--- src/rtl/chk_sync_fifo.sv ---
// First-word-fall-through synchronous FIFO with occupancy count.
module chk_sync_fifo #(
    parameter int W  = 8,
    parameter int AW = 4
) (
    input  logic          clk,
    input  logic          rst_n,
    input  logic          clr_i,
    input  logic          push_i,
    input  logic          pop_i,
    input  logic [W-1:0]  wdata_i,
    output logic [W-1:0]  rdata_o,
    output logic          empty_o,
    output logic [AW:0]   count_o
);

    localparam int DEPTH = 1 << AW;

    logic [W-1:0]  mem_q [DEPTH];
    logic [AW-1:0] wr_ptr_q;
    logic [AW-1:0] rd_ptr_q;
    logic [AW:0]   count_q;
    logic          do_push;
    logic          do_pop;

    // A pop on empty is dropped; a push while full only lands alongside a pop.
    assign do_pop  = pop_i && (count_q != '0);
    assign do_push = push_i && ((count_q != (AW+1)'(DEPTH)) || do_pop);

    // Storage array, no reset needed since reads are gated by empty.
    always_ff @(posedge clk) begin
        if (do_push) begin
            mem_q[wr_ptr_q] <= wdata_i;
        end
    end

    // Pointer and occupancy bookkeeping.
    always_ff @(posedge clk) begin
        if (!rst_n) begin
            wr_ptr_q <= '0;
            rd_ptr_q <= '0;
            count_q  <= '0;
        end else if (clr_i) begin
            wr_ptr_q <= '0;
            rd_ptr_q <= '0;
            count_q  <= '0;
        end else begin
            if (do_push) begin
                wr_ptr_q <= wr_ptr_q + AW'(1);
            end
            if (do_pop) begin
                rd_ptr_q <= rd_ptr_q + AW'(1);
            end
            case ({do_push, do_pop})
                2'b10:   count_q <= count_q + (AW+1)'(1);
                2'b01:   count_q <= count_q - (AW+1)'(1);
                default: count_q <= count_q;
            endcase
        end
    end

    assign rdata_o = mem_q[rd_ptr_q];
    assign empty_o = (count_q == '0);
    assign count_o = count_q;

endmodule

--- config.mk ---
export PLATFORM = sky130hd
export DESIGN_NAME = chk_sync_fifo
export DESIGN_NICKNAME = d
export VERILOG_FILES = /design/src/rtl/chk_sync_fifo.sv
export SDC_FILE = /design/constraint.sdc
export NUM_CORES = 1
export LEC_CHECK = 0
export ABC_AREA = 1
export BUFFER_PORTS_ARGS = -buffer_cell sky130_fd_sc_hd__buf_2
export CAP_MARGIN = 10
export CELL_PAD_IN_SITES_DETAIL_PLACEMENT = 0
export CELL_PAD_IN_SITES_GLOBAL_PLACEMENT = 2
export CORE_UTILIZATION = 30
export CTS_CLUSTER_SIZE = 30
export DETAILED_ROUTE_END_ITERATION = 16
export GPL_TIMING_DRIVEN = 0
export PLACE_DENSITY_LB_ADDON = 0.1
export SLEW_MARGIN = 30
export SYNTH_ARGS = -nofsm -noshare
export SYNTH_HDL_FRONTEND = slang
export SYNTH_SLANG_ARGS = --single-unit
--- constraint.sdc ---
create_clock -name clk -period 2 [get_ports clk]
set_input_delay 0.3 -clock clk [delete_from_list [all_inputs] [get_ports clk]]
set_output_delay 0.3 -clock clk [all_outputs]
set_load 0.05 [all_outputs]
==> impl_metrics.py <==
metrics = {
    "global_route": {
        "grt_remaining_overflow": 0,
        "grtUsageTotal": 0.175,
        "grt_pass1_vias": 4031,
        "antenna_found_initial": 0,
        "grt_max_degree": 17,
        "grt_first_pass_wirelength_mm": 26.1,
    },
    "clocking": {
        "cts_made_buffers": 17,
        "cts.htree.levels": 4,
        "clk_pin_slew_worst_paths_ps": 60,
        "cts_buffer_depth": 2,
        "postCtsHoldBufs": 0,
        "clock_latency_ps": 420,
        "cts_tree": "yes",
        "cts-root-buf": "clkbuf_16",
        "cts_sinks": 145,
    },
    "timing": {
        "slew-limit-headroom": 0.478,
        "slew_viol_final": 0,
        "min_period_ps": 2180,
        "max_freq_mhz": 459,
        "setup_viol": 8,
        "rsz0062_at_grt": "true",
        "hold_ws_ps": 221,
        "tightest_slew_ps": 778,
        "min_period_over_period": 1.09,
        "fin_ws_ps": -177,
        "skew_ps": 9.32,
        "finalHoldViolations": 0,
    },
    "place": {
        "gp_congestion": 0.766,
        "post-place-ws_ps": -253,
        "io_buffer_count": 26,
        "dp_hpwl_mm": 11.9,
    },
    "critical_path": {
        "worst-r2r-setup-slack_ps": 80,
        "required_ps": 1700,
        "r2r_cells": 7,
        "cp-end-kind": "primary output",
        "path_class": "flop to primary output",
        "path_delay_family": "buffers and inverters",
        "cp_num_buf_inv": 4,
        "worstPathArrival_ps": 1880,
        "worst_path_max_delay_cell": "dfxtp_4",
        "cp_cell_sequence": "buf_8 -> buf_8 -> buf_12 -> o211ai_1 -> nand3_1 -> nand3_1 -> nand2_1 -> buf_6",
        "crit_fanout": 10,
        "cpPeakStageDelay_ps": 370,
        "critPathLaunchType": "flop",
        "worst-path-stages": 8,
    },
    "power": {
        "power_density_mw_per_mm2": 934,
        "netSwitchingFraction": 0.218,
        "p_comb_frac": 0.075,
        "leakagePower_nw": 2.86,
        "power.internal_w": 0.00576,
        "ir_drop_uv": 658,
        "sequentialPowerShare": 0.451,
        "switchingPower_w": 0.00161,
        "clkPwrFrac": 0.474,
        "p_total_w": 0.00737,
    },
    "synth": {
        "yosysSeqAreaShare": 0.680,
        "syn-instance-count": 539,
        "syn_avg_cell_area_sq_um": 11.4,
        "syn_nets": 561,
        "netlist_area_sq_mm": 0.00615,
        "synth_seq_cells": 145,
        "yosysWarnings": 0,
        "ys_types": 25,
    },
    "worst_hold_path": {
        "hold_class": "input pin to flop",
        "hold_depth": 4,
    },
    "floorplan": {
        "initial_core_util": 0.305,
        "die-area_sq_mm": 0.0211,
        "coreArea_sq_mm": 0.0202,
        "chipHeight_um": 145,
        "rows": 52,
        "io_pins": 27,
        "fp.dieW_um": 145,
    },
    "routing": {
        "drt-initial-drc-count": 250,
        "vias": 4074,
        "dr.pass1.iters": 5,
        "vias_per_cell": 4.64,
        "routedWlPerCell_um": 19.8,
        "final_antenna_net_count": 0,
        "drc": 0,
        "wl_mm": 17.4,
    },
    "layout": {
        "final_cell_mix": "edfxtp_1, inv_1, nand3_1",
        "nNetsFinal": 617,
        "mostFrequentLayoutCell": "edfxtp_1",
        "drive_gt1_frac": 0.271,
        "fillers": 1982,
        "antenna_cells": 0,
        "area_growth_pct": 28.2,
    },
    "outcome": {
        "status": "finished with violations",
        "violations": "negative setup slack",
    },
    "run": {
        "drv_cap": 0,
    },
}
-- timing repair --
action,4_1_cts,5_1_grt
pin swaps,25,14
hold endpoints to repair,0,0
endpoints found under the setup margin,26,40
gates resized for setup,119,32
gates cloned,2,0
setup buffers,2,1
-- cell usage after synthesis --
master / n / share of area
edfxtp_1: 128 / 0.62
inv_1: 86 / 0.052
nand3_1: 65 / 0.053
nand2_1: 58 / 0.035
a21oi_1: 43 / 0.035
o21ai_0: 35 / 0.028
o211ai_1: 32 / 0.039
dfxtp_1: 17 / 0.055
nor3_1: 16 / 0.013
buf_2: 13 / 0.011
nor2_1: 11 / 0.0067
ha_1: 8 / 0.016
clkbuf_1: 7 / 0.0043
buf_1: 4 / 0.0024
xor2_1: 3 / 0.0043
buf_4: 2 / 0.0024
nand2_2: 2 / 0.0020
nand2_4: 2 / 0.0037
a21boi_0: 1 / 0.0012
buf_6: 1 / 0.0018
fa_1: 1 / 0.0033
nand3b_1: 1 / 0.0012
nor2_2: 1 / 0.0010
or2_4: 1 / 0.0014
xnor2_1: 1 / 0.0014
-- path summary, 6_finish.rpt --
check                                     to   startpoint
worst min register to register          flop  rd_ptr_q[2]
worst max-delay path              rdata_o[3]         flop
worst max register to register  mem_q[11][1]   count_o[0]
worst min-delay path              count_o[4]        clr_i
-- cell families after synthesis --
family                   synth area share
AND/OR/NAND/NOR                     0.117
flip-flops                          0.680
buffers and inverters              0.0740
AO/OA/AOI/OAI                       0.104
adder cells (fa/ha/maj)            0.0195
XOR/XNOR                          0.00569
-- flip-flops by register name (all words and copies together) (netlist names), named ones only --
name,count
wr_ptr_q,4
count_o,5
rd_ptr_q,4
mem_q,128
-- power by group through the flow --
stage | Sequential [W] | Clock, W | Combinational [W]
final | 0.00333 | 0.00349 | 0.000550
after global routing | 0.00333 | 0.00368 | 0.000593
after CTS | 0.00333 | 0.00355 | 0.000541
after detailed placement | 0.00339 | 0 | 0.000452
after global placement | 0.00339 | 0 | 0.000445
after floorplan | 0.00340 | 0 | 0.000256
-- worst reg2reg max path, stage by stage (launching register included) --
cell     delay (ps)
dfxtp_4         380
nor2_2           50
nand3_1         100
or2_4           160
nand2_4          50
buf_2           220
nor3_2          380
buf_4           270
-- cell type report --
cell class / instances / area, sq um / share of cell area
flip-flops and latches: 145 / 4210 / 0.533
multi-input cells: 281 / 1800 / 0.228
clock buffers: 21 / 460 / 0.0583
well taps: 270 / 338 / 0.0428
inverters: 86 / 329 / 0.0417
repair buffers: 38 / 314 / 0.0398
plain buffers: 26 / 260 / 0.0330
clock inverters: 11 / 186 / 0.0236
-- metal layers --
layer,part of all wire,wire length (um),global-route usage,vias up
met3,0.035,602,0.0396,18
met1,0.48,8370,0.241,1988
li1,-,-,-,1993
met5,0,0,0,-
met2,0.47,8120,0.272,75
met4,0.018,308,0.0568,0
-- metrics by stage --
stage | cell area (sq um) | instances | utilization | TNS, ps
final | 7890 | 878 | 0.391 | -1240
after global placement | 6630 | 835 | 0.329 | -56390
after CTS | 7790 | 877 | 0.386 | -1460
after detailed placement | 6760 | 842 | 0.335 | -2130
after global routing | 7890 | 878 | 0.391 | -1850
after floorplan | 6160 | 539 | - | -1420
(Power assumes the default switching activity.)
